File: config.mk
export PLATFORM = sky130hd
export DESIGN_NAME = shift_rot_stage
export DESIGN_NICKNAME = d
export VERILOG_FILES = /design/src/rtl/shift_rot_stage_pkg.sv /design/src/rtl/shift_barrelfast_rleft.sv /design/src/rtl/skid_fifo2.sv /design/src/rtl/shift_rot_stage.sv
export SDC_FILE = /design/constraint.sdc
export NUM_CORES = 1
export LEC_CHECK = 0
export ABC_AREA = 1
export ABC_CLOCK_PERIOD_IN_PS = 13200
export CAP_MARGIN = 10
export CORE_MARGIN = 2
export CORE_UTILIZATION = 40
export DETAILED_ROUTE_END_ITERATION = 16
export GPL_TIMING_DRIVEN = 1
export PLACE_DENSITY = 0.64
export SLEW_MARGIN = 10
export SYNTH_ARGS = -nofsm -noshare
export SYNTH_HDL_FRONTEND = slang
export SYNTH_SLANG_ARGS = --single-unit
export TNS_END_PERCENT = 1
File: constraint.sdc
create_clock -name clk -period 13.2 [get_ports clk]
set_input_delay 1.98 -clock clk [delete_from_list [all_inputs] [get_ports clk]]
set_output_delay 1.98 -clock clk [all_outputs]
set_load 0.02 [all_outputs]
File: src/rtl/shift_rot_stage_pkg.sv
// Shared definitions for the rotate stage: direction encoding and width helper.
package shift_rot_stage_pkg;

  // Rotate direction encoding on in_dir.
  localparam logic ROT_LEFT  = 1'b0;
  localparam logic ROT_RIGHT = 1'b1;

  // Ceiling log2, used to size rotate-amount fields from the operand width.
  function automatic int log2(input int value);
    int result;
    result = 0;
    for (int i = 0; i < 31; i++) begin
      if ((1 << i) < value) result = i + 1;
    end
    return result;
  endfunction

endpackage

File: src/rtl/shift_barrelfast_rleft.sv
// Combinational logarithmic barrel rotator: b = a rotated left by sh.
module shift_barrelfast_rleft
  import shift_rot_stage_pkg::*;
#(
  parameter int Bits = 64,
  localparam int ShBits = log2(Bits)
) (
  input  logic [Bits-1:0]   a,
  input  logic [ShBits-1:0] sh,
  output logic [Bits-1:0]   b
);

  // Stage s conditionally rotates left by 2**s under control of sh[s].
  for (genvar s = 0; s < ShBits; s++) begin : g_stage
    localparam int K = 1 << s;
    logic [Bits-1:0] w_in;
    logic [Bits-1:0] w_out;
    if (s == 0) begin : g_first
      assign w_in = a;
    end else begin : g_next
      assign w_in = g_stage[s-1].w_out;
    end
    assign w_out = sh[s] ? {w_in[Bits-K-1:0], w_in[Bits-1:Bits-K]} : w_in;
  end

  assign b = g_stage[ShBits-1].w_out;

endmodule

File: src/rtl/skid_fifo2.sv
// Two-entry FIFO with a registered not-full flag, so the upstream ready signal
// never depends combinationally on what the consumer does this cycle.
module skid_fifo2 #(
  parameter int Width = 8
) (
  input  logic             clk,
  input  logic             reset,
  input  logic             i_push,
  input  logic [Width-1:0] i_data,
  input  logic             i_pop,
  output logic [Width-1:0] o_head,
  output logic             o_notEmpty,
  output logic             o_notFull
);

  logic [Width-1:0] r_mem [2];
  logic             r_wrPtr;
  logic             r_rdPtr;
  logic [1:0]       r_count;
  logic             r_notFull;
  logic             w_doPush;
  logic             w_doPop;
  logic [1:0]       w_nextCount;

  // Qualify push/pop against current occupancy and derive the next count.
  always_comb begin
    w_doPush    = i_push && r_notFull;
    w_doPop     = i_pop && (r_count != 2'd0);
    w_nextCount = r_count + 2'(w_doPush) - 2'(w_doPop);
  end

  // Pointers, occupancy and the registered not-full flag derived from next count.
  always_ff @(posedge clk) begin
    if (reset) begin
      r_wrPtr   <= 1'b0;
      r_rdPtr   <= 1'b0;
      r_count   <= 2'd0;
      r_notFull <= 1'b0;
    end else begin
      if (w_doPush) r_wrPtr <= ~r_wrPtr;
      if (w_doPop)  r_rdPtr <= ~r_rdPtr;
      r_count   <= w_nextCount;
      r_notFull <= (w_nextCount != 2'd2);
    end
  end

  // Entry storage; contents are only meaningful while counted as occupied.
  always_ff @(posedge clk) begin
    if (!reset && w_doPush) r_mem[r_wrPtr] <= i_data;
  end

  assign o_head     = r_mem[r_rdPtr];
  assign o_notEmpty = (r_count != 2'd0);
  assign o_notFull  = r_notFull;

endmodule

File: src/rtl/shift_rot_stage.sv
// Pipelined rotate stage: requests are normalized to a left-rotate amount,
// buffered in a two-entry skid FIFO, rotated, and registered on the output.
module shift_rot_stage
  import shift_rot_stage_pkg::*;
#(
  parameter int Bits    = 64,
  parameter int TagBits = 4,
  localparam int ShBits = log2(Bits)
) (
  input  logic               clk,
  input  logic               reset,
  input  logic               in_valid,
  output logic               in_ready,
  input  logic [Bits-1:0]    in_a,
  input  logic [ShBits-1:0]  in_sh,
  input  logic               in_dir,
  input  logic [TagBits-1:0] in_tag,
  output logic               out_valid,
  input  logic               out_ready,
  output logic [Bits-1:0]    out_b,
  output logic [TagBits-1:0] out_tag,
  output logic               busy
);

  typedef struct packed {
    logic [Bits-1:0]    a;
    logic [ShBits-1:0]  lsh;
    logic [TagBits-1:0] tag;
  } rot_entry_t;

  rot_entry_t          w_pushEntry;
  rot_entry_t          w_head;
  logic                w_notEmpty;
  logic                w_notFull;
  logic                w_push;
  logic                w_load;
  logic [Bits-1:0]     w_rotated;
  logic                r_outValid;
  logic [Bits-1:0]     r_outB;
  logic [TagBits-1:0]  r_outTag;

  // A right rotate by k is a left rotate by (Bits - k), modulo Bits.
  always_comb begin
    w_pushEntry.a   = in_a;
    w_pushEntry.lsh = (in_dir == ROT_RIGHT) ? ({ShBits{1'b0}} - in_sh) : in_sh;
    w_pushEntry.tag = in_tag;
  end

  assign in_ready = w_notFull && !reset;
  assign w_push   = in_valid && in_ready;
  assign w_load   = w_notEmpty && (!r_outValid || out_ready);

  skid_fifo2 #(
    .Width($bits(rot_entry_t))
  ) u_fifo (
    .clk       (clk),
    .reset     (reset),
    .i_push    (w_push),
    .i_data    (w_pushEntry),
    .i_pop     (w_load),
    .o_head    (w_head),
    .o_notEmpty(w_notEmpty),
    .o_notFull (w_notFull)
  );

  shift_barrelfast_rleft #(
    .Bits(Bits)
  ) u_rot (
    .a (w_head.a),
    .sh(w_head.lsh),
    .b (w_rotated)
  );

  // Output register: load from the FIFO head when empty or being drained, hold otherwise.
  always_ff @(posedge clk) begin
    if (reset) begin
      r_outValid <= 1'b0;
      r_outB     <= '0;
      r_outTag   <= '0;
    end else if (w_load) begin
      r_outValid <= 1'b1;
      r_outB     <= w_rotated;
      r_outTag   <= w_head.tag;
    end else if (out_ready) begin
      r_outValid <= 1'b0;
    end
  end

  assign out_valid = r_outValid;
  assign out_b     = r_outB;
  assign out_tag   = r_outTag;
  assign busy      = w_notEmpty || r_outValid;

endmodule

==> flow_summary.ini, run 1 <==
[outcome]
outcome = completed

[cells_and_area]
drive_gt1_share_pct = 4.012
multiInputGateArea_um2 = 5759
area_growth_pct = 19.61
diodes = 0
fill_cells = 2883
nets = 1736
seqCellArea_um2 = 5947

[clock_tree]
cts.repair.resized = 0
cts_tree = yes
cts_setup_buffers = 0
clockBufferDepth = 3
cts_sinks = 223
root_buffer = clkbuf_16
clk_latency_ns = 0.52
numCtsBuffers = 23
htreeDepth = 1
clk_pin_slew_ns = 0.06
hold_buffers = 0

[routing]
drc = 0
drtAntennaViolNets = 0
viasPerCell = 5.790
drt_iter0_markers = 1608
wl_mm = 40.35
first_pass_iters = 6
vias = 11930
wl_per_cell_um = 19.59

[synthesis]
synth_top_cell_by_area = edfxtp_1
ys_top_cells_by_area = edfxtp_1, nand3_1, nand2_1
syn_inst = 1582
synth_cell_types = 25
synth_warnings = 0
syn_avg_cell_area_um2 = 7.714
ys_ff_latch = 223
syn-num-nets = 1664
syn-cell-area_um2 = 12200
yosysSeqAreaShare_pct = 48.72
netlist.area_leader.share_pct = 36.42

[hold_path]
min_path_cells = 2
hold_path_class = reg2reg
min_from = out_b[60]$_SDFFE_PP0P_
holdPathEnd = out_b[60]$_SDFFE_PP0P_

[setup_path]
slowest_delay_ns = 0.58
path_depth = 4
critical_path_class = in2out
rr_worst_depth = 11
ff2ff_setup_slack_ns = 8.81
path_cells = buf_2 -> buf_4 -> nor2_1 -> clkdlybuf4s50_1
cp_max_fo = 76
cp-end-kind = output pin
path_delay_family = buffers and inverters
crit_required_ns = 11.22
path_buf_inv = 3
reg2reg_to = out_b[61]$_SDFFE_PP0P_
crit_slowest_cell = buf_4
worst_ep_arrival_time_ns = 3.35
startpoint = reset
start_kind = primary input

[timing]
finalMaxSlewViolations = 0
hold_ws_ns = 0.4630
fmax_mhz = 187.6
finalHoldViolCount = 0
final.setup_skew_ns = 0.01183
relSlewSlack_pct = 16.87
final.period_utilization_pct = 40.39
post-route-min-period_ns = 5.331
rsz0062_at_grt = false
finalWorstSetupSlack_ns = 7.869
setup-violations-final = 0
worst_pin_slew_ns = 1.243
fin_setup_tns_ns = 0

[global_route]
track_usage_pct = 25.31
grt.overflow.total = 0
grt_pass1_wl_mm = 61.71
antenna_found_initial = 0
grt_pass1_vias = 10810
grt_max_degree = 78

[placement]
dpl_worst_slack_ns = 7.852
dp_hpwl_mm = 28.76
routabilityCongestion = 0.9923
portBuffers = 149

[pwr]
power_density_nw_per_um2 = 283.5
ir_drop_mv = 0.1151
leakagePower_nw = 5.569
total_power_mw = 4.138

[die]
rows = 63
core_area_um2 = 29870
die_x_um = 178.7
io_pins = 150
die_h_um = 178.7
die_area_um2 = 31920
start_util_pct = 40.85

[job]
cap_violations = 0
-- flip-flops by register name, indices dropped and copies added (netlist names), named ones only --
signal and flops:
out_valid 1, u_fifo.r_mem 148, u_fifo.r_rdPtr 1, u_fifo.o_notFull 1
out_b 64, out_tag 4, u_fifo.r_count 2, u_fifo.r_wrPtr 1
-- how the worst max path moves through the flow --
stage,endpoint,slack (ns)
detailed placement,in_ready,7.85
global route,in_ready,7.78
floorplan,u_fifo.r_mem[1][0]$_DFFE_PP_,7.06
finish,in_ready,7.87
global placement,in_ready,7.85
CTS,in_ready,7.85
-- cell usage after synthesis, drive strengths merged --
| cell | number |
|---|---|
| edfxtp | 148 |
| xor2 | 2 |
| dfxtp | 75 |
| nor2 | 17 |
| nor3b | 3 |
| buf | 78 |
| o31ai | 1 |
| xnor2 | 4 |
| o21ai | 7 |
| nor3 | 1 |
| ha | 3 |
| nand2 | 408 |
| a21oi | 65 |
| clkbuf | 36 |
| inv | 22 |
| a311oi | 4 |
| nand3 | 704 |
| or2 | 4 |
-- layout by cell type, fill, tap and decap left out, types with 3 or more instances in the layout --
master | synthesis | layout
nand3_1 | 704 | 704
nand2_1 | 406 | 406
clkdlybuf4s50_1 | 0 | 148
edfxtp_1 | 148 | 148
dfxtp_1 | 75 | 74
a21oi_1 | 65 | 65
clkbuf_16 | 0 | 23
inv_1 | 16 | 16
nor2_1 | 17 | 14
buf_4 | 1 | 12
inv_2 | 6 | 6
o21ai_4 | 0 | 6
clkbuf_1 | 36 | 6
xnor2_1 | 4 | 4
a311oi_1 | 4 | 4
nor2_4 | 0 | 3
or2_2 | 3 | 3
nor3b_1 | 3 | 3
ha_1 | 3 | 3
bufinv_16 | 0 | 3
-- logic make-up after synthesis --
| kind of cell | count (synthesis) | synth area share, % |
|---|---|---|
| AO/OA/AOI/OAI | 77 | 3.363 |
| XOR/XNOR | 6 | 0.4306 |
| adder cells (fa/ha/maj) | 3 | 0.3076 |
| buffers and inverters | 136 | 4.767 |
| flip-flops | 223 | 48.72 |
| AND/OR/NAND/NOR | 1137 | 42.41 |
-- stage by stage --
stage               std cells  area, µm²  utilization (%)
finish                   2060      14600            48.86
global route             2060      14600            48.86
CTS                      2060      14600            48.86
detailed placement       2019      13850            46.37
global placement         2019      13850            46.37
floorplan                1582      12200                -
-- layer usage --
layer	vias up	share of wire, %	global-route usage (%)
li1	5738	-	-
met1	5554	42	34.20
met2	565	47	41.44
met3	71	7.7	3.711
met4	0	3.9	9.011
met5	-	0	0
-- power breakdown --
group | switching, mW | leakage [nW] | internal [mW]
sequential | 0.0821 | 1.96 | 0.890
combinational | 1.74 | 3.24 | 0.780
clock | 0.263 | 0.368 | 0.387
-- cell type report --
type | count | area share (%)
timing repair buffer | 161 | 10.80
inverter | 22 | 0.5657
sequential | 223 | 40.74
tap | 390 | 3.343
clock inverter | 9 | 0.8400
clock buffer | 32 | 4.260
multi-input combinational | 1223 | 39.45
-- worst register-to-register path, stage by stage, from the launching register on --
cell	delay, ns
dfxtp_2	0.82
inv_2	0.50
or2_1	0.38
o21ai_4	0.07
buf_4	0.58
inv_2	0.64
nand3_1	0.35
nand3_1	0.23
nand3_1	0.29
nand3_1	0.11
nand3_1	0.17
a21oi_1	0.09
Note: power is estimated with default switching activity, not from simulation.
==> inputs of run 2 (changes only) <==
ABC_CLOCK_PERIOD_IN_PS = 4500   (was 13200)
PLACE_DENSITY = 0.66   (was 0.64)
clock period = 4.5 ns   (was 13.2 ns; I/O delays follow)
==> flow_summary.ini, run 2 (synthesis results as in run 1) <==
[setup_path]
ff2ff_setup_slack_ns = 1.36
critical_path_class = reg2reg
crit_required_ns = 4.90
cp_max_fo = 36
start_kind = register
worst_ep_arrival_time_ns = 3.54
cp-end-kind = register

[die]
die_h_um = 178.7
io_pins = 150
die_area_um2 = 31920
core_area_um2 = 29870
start_util_pct = 40.85
rows = 63
die_x_um = 178.7

[routing]
wl_mm = 44.48
drtAntennaViolNets = 0
wl_per_cell_um = 21.45
vias = 12260
drt_iter0_markers = 1747
first_pass_iters = 6
viasPerCell = 5.912
drc = 0

[pwr]
p_sw_share_pct = 51.01
power.net_switching_mw = 6.384
clkPwrFrac_pct = 16.2
power_density_nw_per_um2 = 844.8
power_frac_comb_pct = 60.7
leakagePower_nw = 5.659
pwr-share-seq_pct = 23.1
p_int_mw = 6.131
ir_drop_mv = 0.3613
total_power_mw = 12.51

[clock_tree]
hold_buffers = 0
root_buffer = clkbuf_16
clk_pin_slew_ns = 0.06
numCtsBuffers = 25
cts_setup_buffers = 0
cts_tree = yes
clockBufferDepth = 3
cts_sinks = 223
clk_latency_ns = 0.56
htreeDepth = 1
cts.repair.resized = 0

[cells_and_area]
final_common_cell = nand3_1
top_register = u_fifo.r_mem
nets = 1747
stdcell_count = 2074
diodes = 0
most-common-layout-cells = nand3_1, nand2_1, clkdlybuf4s50_1, edfxtp_1, dfxtp_1
largest_reg_flops = 148
drive_gt1_share_pct = 4.869
fin_util_pct = 49.58
fill_cells = 2879
finalInstanceArea_um2 = 14810
area_growth_pct = 21.38

[global_route]
grt_util_met2_pct = 45.87
grt_use_met3_pct = 3.372
grt.busiest_layer = met2
antenna_found_initial = 0
grt_max_degree = 76
grt_pass1_wl_mm = 67.29
grt.overflow.total = 0
grtUsageMet1_pct = 37.24
grt_pass1_vias = 11380
track_usage_pct = 27.89

[placement]
place_inst = 2028
dp_hpwl_mm = 32.37
place_area_um2 = 14000
portBuffers = 149
routabilityCongestion = 1.031

[timing]
finalMaxSlewViolations = 0
relSlewSlack_pct = 23.40
fin_setup_tns_ns = 0
rsz0062_at_grt = false
final.setup_skew_ns = 0.01929
final.period_utilization_pct = 69.78
fmax_mhz = 318.5
post-route-min-period_ns = 3.140
worst_pin_slew_ns = 1.149
setup-violations-final = 0
finalHoldViolCount = 0

[outcome]
outcome = completed

[job]
cap_violations = 0

[hold_path]
min_from = out_b[31]$_SDFFE_PP0P_
hold_path_class = reg2reg
[run 2: cell count changes in the layout (fill, tap and decap cells not counted), sizes merged]
cell      change
clkinvlp      +3
buf           +9
clkbuf        +2
inv           +1
bufinv        -2
clkinv        +1
[run 2: worst max-delay path, stage by stage, from the launching register on]
cell	delay (ns)
dfxtp_2	0.40
inv_2	0.27
o21ai_4	0.75
buf_4	0.49
nand3_1	0.22
nand3_1	0.17
nand3_1	0.13
nand3_1	0.16
nand3_1	0.10
nand3_1	0.18
a21oi_1	0.08
[run 2: per-stage QoR]
step,worst slack [ns],hold WS [ns]
2_1_floorplan,-0.3257,0.5175
3_3_place_gp,1.503,0.4542
3_5_place_dp,1.422,0.4566
4_1_cts,1.402,0.4662
5_1_grt,1.119,0.4838
6_report,1.360,0.4648
[run 2: final cells by class]
class / count / area [µm²] / area share (%)
multi-input combinational: 1223 / 5759 / 38.88
sequential: 223 / 5947 / 40.15
timing repair buffer: 170 / 1719 / 11.61
inverter: 22 / 82.58 / 0.5575
clock buffer: 34 / 699.4 / 4.722
tap: 390 / 488.0 / 3.294
clock inverter: 12 / 117.6 / 0.7940
[run 2: final timing paths]
path                            cells past startpoint                     end
worst min-delay path                                2  out_b[31]$_SDFFE_PP0P_
worst max-delay path                               10  out_b[16]$_SDFFE_PP0P_
worst min register to register                      2  out_b[31]$_SDFFE_PP0P_
worst max register to register                     10  out_b[16]$_SDFFE_PP0P_
[run 2: per-layer routing]
layer / part of all wire, % / routed length (µm)
met2: 46 / 20410
met1: 42 / 18530
met3: 7.6 / 3374
met5: 0 / 0
met4: 4.9 / 2161
[run 2: power by group through the flow]
stage	Clock, mW	Sequential [mW]	Combinational [mW]
2_1_floorplan	0	3.21	4.52
3_3_place_gp	0	2.92	7.43
3_5_place_dp	0	2.93	7.45
4_1_cts	2.07	2.89	7.47
5_1_grt	2.14	2.92	8.29
6_report	2.03	2.89	7.60
==> inputs of run 3 (changes only) <==
ABC_CLOCK_PERIOD_IN_PS = 3000   (was 4500)
PLACE_DENSITY = 0.64   (was 0.66)
clock period = 3 ns   (was 4.5 ns; I/O delays follow)
==> flow_summary.ini, run 3 (synthesis results as in run 1) <==
[clock_tree]
cts_sinks = 223
root_buffer = clkbuf_16
clk_latency_ns = 0.55
htreeDepth = 1
cts_tree = yes
cts.repair.resized = 0
clockBufferDepth = 3
cts_setup_buffers = 0
clk_pin_slew_ns = 0.06
numCtsBuffers = 24
hold_buffers = 0

[setup_path]
path_cells = inv_2 -> or2_2 -> o21ai_4 -> buf_4 -> nand3_1 -> nand3_1 -> nand3_1 -> a21oi_1
crit_required_ns = 3.46
cp_max_fo = 64
cp-end-kind = register
crit_slowest_cell = buf_4
critPathMostFrequentCell = nand3_1
worst_ep_arrival_time_ns = 3.01
slowest_delay_ns = 0.58
rr_worst_depth = 8
critical_path_class = reg2reg
start_kind = register

[routing]
viasPerCell = 5.803
wl_mm = 43.19
wl_per_cell_um = 20.68
drc = 0
first_pass_iters = 8
drt_iter0_markers = 1742
drtAntennaViolNets = 0
vias = 12120

[timing]
rsz0062_at_grt = false
post-route-min-period_ns = 2.546
finalHoldViolCount = 0
worst_pin_slew_ns = 0.8176
final.setup_skew_ns = 0.01691
setup-violations-final = 0
relSlewSlack_pct = 45.49
finalMaxSlewViolations = 0
final.period_utilization_pct = 84.87
fmax_mhz = 392.7
finalWorstSetupSlack_ns = 0.4538

[global_route]
grt_pass1_wl_mm = 65.32
antenna_found_initial = 0
grt_pass1_vias = 11180
grt_max_degree = 76
track_usage_pct = 27.16
grt.overflow.total = 0

[placement]
routabilityCongestion = 1.058
dpl_worst_slack_ns = 0.5421
place_area_um2 = 14260
dp_hpwl_mm = 31.71
portBuffers = 149
place_inst = 2045

[cells_and_area]
finalInstanceArea_um2 = 15010
final_common_cell = nand3_1
stdcell_count = 2088
drive_gt1_share_pct = 5.300
largest_reg_flops = 148
top_register = u_fifo.r_mem
area_growth_pct = 23.00
most-common-layout-cells = nand3_1, nand2_1, clkdlybuf4s50_1, edfxtp_1, dfxtp_1
diodes = 0
nets = 1763

[pwr]
power.net_switching_mw = 9.559
p_sw_share_pct = 50.56
p_int_mw = 9.349
ir_drop_mv = 0.5293
power_frac_comb_pct = 62.1
total_power_mw = 18.91
clkPwrFrac_pct = 15.2
leakagePower_nw = 5.762
pwr-share-seq_pct = 22.6
power_density_nw_per_um2 = 1260

[die]
die_area_um2 = 31920
core_area_um2 = 29870
io_pins = 150
rows = 63
die_x_um = 178.7
start_util_pct = 40.85
die_h_um = 178.7

[hold_path]
min_path_cells = 2
hold_path_class = reg2reg

[job]
cap_violations = 0

[outcome]
outcome = completed
## run 3: changes by cell type in the layout (fill, tap and decap cells not counted), sizes merged
cell      change
inv           -2
clkinvlp      -2
bufinv        +1
clkinv        -1
clkbuf        +1
buf          +17
## run 3: final cells by class
type / count / area [µm²]
fillers: 2856 / 14860
flip-flops and latches: 223 / 5947
multi-input cells: 1223 / 5759
repair buffers: 187 / 1984
clock buffers: 35 / 641.9
well taps: 390 / 488.0
clock inverters: 8 / 107.6
inverters: 22 / 82.58
## run 3: power by group through the flow
stage | clock (mW) | sequential, mW | combinational, mW
2_1_floorplan | 0 | 4.80 | 6.78
3_3_place_gp | 0 | 4.33 | 11.5
3_5_place_dp | 0 | 4.35 | 11.5
4_1_cts | 2.93 | 4.29 | 11.5
5_1_grt | 3.05 | 4.34 | 12.8
6_report | 2.88 | 4.28 | 11.7
## run 3: worst max-delay path, delay by kind of cell, from the launching register on
| family | cells | cell delay, ns |
|---|---|---|
| flops | 1 | 0.49 |
| simple gates | 4 | 0.94 |
| compound gates | 2 | 0.23 |
| buf+inv | 2 | 0.76 |
## run 3: worst paths after layout
| check | start | slack [ns] | end |
|---|---|---|---|
| worst min-delay path | out_b[31]$_SDFFE_PP0P_ | 0.46 | out_b[31]$_SDFFE_PP0P_ |
| worst max-delay path | register | 0.45 | out_b[46]$_SDFFE_PP0P_ |
| worst max register to register | register | 0.45 | out_b[46]$_SDFFE_PP0P_ |
| worst min register to register | out_b[31]$_SDFFE_PP0P_ | 0.46 | out_b[31]$_SDFFE_PP0P_ |
## run 3: routing by layer
layer / global-route usage (%) / share of wire (%)
met1: 36.85 / 42
met2: 42.33 / 44
met3: 4.771 / 8.6
met4: 12.50 / 5.1
met5: 0 / 0
## run 3: stage by stage
step	hold slack, ns	util, %	setup TNS (ns)
final	0.4604	50.25	0
after global routing	0.4771	50.25	0
after CTS	0.4604	50.25	0
after detailed placement	0.4546	47.74	0
after global placement	0.4542	47.74	0
after floorplan	0.5175	-	-55.16
==> RTL change (settings of run 2) <==
`Bits` is set to 64 in 2 places; all go to 68.
--- a/src/rtl/shift_barrelfast_rleft.sv
+++ b/src/rtl/shift_barrelfast_rleft.sv
@@ -2,7 +2,7 @@
 module shift_barrelfast_rleft
   import shift_rot_stage_pkg::*;
 #(
-  parameter int Bits = 64,
+  parameter int Bits = 68,
   localparam int ShBits = log2(Bits)
 ) (
   input  logic [Bits-1:0]   a,
--- a/src/rtl/shift_rot_stage.sv
+++ b/src/rtl/shift_rot_stage.sv
@@ -3,7 +3,7 @@
 module shift_rot_stage
   import shift_rot_stage_pkg::*;
 #(
-  parameter int Bits    = 64,
+  parameter int Bits    = 68,
   parameter int TagBits = 4,
   localparam int ShBits = log2(Bits)
 ) (
Interface: changed (resized in_a, in_sh and out_b); port bits go from 150 to 159. No check against the original RTL was run, so the function may have changed too.
==> RTL change against run 2 <==
Worst hold slack hardly changed. Synthesized area rose by 17%. Design area increased by 15%. Sequential power increased by 7.3%. Non-clock buffer count increased by 19. Worst setup slack improved by 0.038 ns. Routed wire length is 22% higher. Clock skew rose by 0.0029 ns. Power rose by 16%. Synthesized cell count increased by 24%. Global-route usage grew 1.5 points. Sequential cell count up 14. Critical endpoint is now out_b[59]. Highest routed layer unchanged.
==> RTL change: results (changes against run 2) <==
Placed design
  – Post-Place Cells: 2,480 (was 2,028)
  – Post-Place Cell Area: 16,200 um2 (was 14,000 um2)
  – Total of buffers placed on input and output ports: 158 (was 149)
  – Final estimated routing congestion in global placement: 1.01 (was 1.03)
  – Half-perimeter wire length of the detailed placement result: 40,600 um (was 32,400 um)

Global routing
  – Pin count of the biggest net entering global routing: 81 (was 76)
  – GRT Resource Usage Total: 29.4% (was 27.9%)
  – Via count of the first global-routing pass: 13,577 (was 11,380)
  – Wire length of the first global-routing pass: 82,000 um (was 67,300 um)

Synthesis
  – Seq/Total Area, Yosys: 44.4% (was 48.7%)
  – Avg Inst Size Synth: 7.24 um2 (was 7.71 um2)
  – Largest cells by area after synthesis: sky130_fd_sc_hd__edfxtp_1 33%, sky130_fd_sc_hd__nand3_1 31%, sky130_fd_sc_hd__nand2_1 11%, sky130_fd_sc_hd__dfxtp_1 11%, sky130_fd_sc_hd__inv_1 4.0% (was sky130_fd_sc_hd__edfxtp_1 36%, sky130_fd_sc_hd__nand3_1 29%, sky130_fd_sc_hd__nand2_1 12%, sky130_fd_sc_hd__dfxtp_1 12%, sky130_fd_sc_hd__a21oi_1 2.7%)
  – Number of enable flip-flop cells after synthesis: 158 (was 148)
  – Synthesized Nets: 2,056 (was 1,664)
  – Dominant synthesized flop cell: sky130_fd_sc_hd__edfxtp_1 (unchanged)
  – Leading post-synthesis cells by instance count: 884 x sky130_fd_sc_hd__nand3_1, 432 x sky130_fd_sc_hd__nand2_1, 158 x sky130_fd_sc_hd__edfxtp_1, 152 x sky130_fd_sc_hd__inv_1, 79 x sky130_fd_sc_hd__dfxtp_1 (was 704 x sky130_fd_sc_hd__nand3_1, 406 x sky130_fd_sc_hd__nand2_1, 148 x sky130_fd_sc_hd__edfxtp_1, 75 x sky130_fd_sc_hd__dfxtp_1, 65 x sky130_fd_sc_hd__a21oi_1)

Cells and area
  – Flip-flop count of the largest register, all copies and words added: 158 (was 148)
  – Fraction of layout instances using a drive strength above 1: 4.21% (was 4.87%)
  – Largest reg by FF count: u_fifo.r_mem (unchanged)
  – Filler cell count in the final layout: 3,537 (was 2,879)

Route
  – Detailed Routing Iterations Pass 1: 7 (was 6)
  – Average vias per placed instance: 5.77 (was 5.91)
  – Average wire per standard cell: 21.5 um (was 21.4 um)
  – First-iteration detailed-routing DRC count: 1,606 (was 1,747)
  – Vias post-DR: 14,571 (was 12,261)

Worst setup path
  – Critical path data arrival time: 3.57 ns (was 3.54 ns)
  – Slowest Stage Delay on Critical Path: 0.82 ns (was 0.75 ns)
  – Cell with the largest stage delay on the worst path: sky130_fd_sc_hd__inv_2 (was sky130_fd_sc_hd__o21ai_4)
  – Worst Path Max Fanout: 61 (was 36)

CTS
  – Number of buffers inserted during clock tree synthesis: 26 (was 25)

STA
  – Transition time of the tightest slew-check pin: 1.14 ns (was 1.15 ns)
  – Fin Clk Skew: 0.0222 ns (was 0.0193 ns)

Status
  – Outcome: complete, no violations (unchanged)

Power
  – Static power due to leakage: 7.04 nW (was 5.66 nW)
  – Worst-case vdd ir drop: 0.000453 V (was 0.000361 V)
## RTL change: cell types whose count changed after synthesis, moves of 4 or more
cell and change:
sky130_fd_sc_hd__buf_6 +4, sky130_fd_sc_hd__inv_1 +136, sky130_fd_sc_hd__nand2_1 +26, sky130_fd_sc_hd__clkbuf_1 +40, sky130_fd_sc_hd__dfxtp_1 +4, sky130_fd_sc_hd__edfxtp_1 +10
sky130_fd_sc_hd__buf_1 -10, sky130_fd_sc_hd__a21oi_1 +4, sky130_fd_sc_hd__buf_2 -11, sky130_fd_sc_hd__nand3_1 +180
## RTL change: layer usage
metal	part of all wire [%]	up-vias	wire length [um]	track usage (%)
li1	-	6963	-	-
met1	42	6886	23000	39.6
met2	47	616	25300	47.9
met3	7.0	106	3780	3.42
met4	4.1	0	2240	11.7
met5	0	-	0	0
## RTL change: path summary, 6_finish.rpt
path                                 from   endpoint  slack, ns  cells past startpoint
worst max-delay path            flip-flop  out_b[59]       1.40                     10
worst min-delay path            out_b[54]  out_b[54]       0.46                      2
worst max register to register  flip-flop  out_b[59]       1.40                     10
worst min register to register  out_b[54]  out_b[54]       0.46                      2
## RTL change: kinds of logic after synthesis
| kind of cell | count (synthesis) | share of synthesized area, % |
|---|---|---|
| buf+inv | 299 | 8.54 |
| fa+ha+maj | 3 | 0.263 |
| compound gates | 82 | 3.12 |
| xor+xnor | 7 | 0.430 |
| simple gates | 1341 | 43.3 |
| flops | 237 | 44.4 |
## RTL change: stage by stage
stage,TNS [ns],setup slack [ns]
floorplan,-55.66,-0.705
global route,0,1.16
global placement,0,1.48
CTS,0,1.45
finish,0,1.40
detailed placement,0,1.48
## RTL change: power breakdown
| group | total [mW] | switching, mW | internal [mW] |
|---|---|---|---|
| logic | 9.36 | 6.52 | 2.84 |
| clock network | 2.03 | 0.853 | 1.18 |
| registers | 3.10 | 0.318 | 2.78 |
| total | 14.5 | 7.69 | 6.81 |
## RTL change: worst max-delay path, delay by kind of cell, from the launching register on
family / cells / cell delay [ns]
compound gates: 2 / 0.27
buf+inv: 2 / 1.04
simple gates: 6 / 1.27
flops: 1 / 0.43
## RTL change: area by class of cell
cell class / count / area, um2 / area share, %
multi-input cells: 1433 / 6790 / 40.0
well taps: 461 / 577 / 3.40
clock buffers: 41 / 741 / 4.37
clock inverters: 5 / 60.1 / 0.354
repair buffers: 189 / 1870 / 11.0
flip-flops and latches: 237 / 6330 / 37.3
inverters: 160 / 601 / 3.54
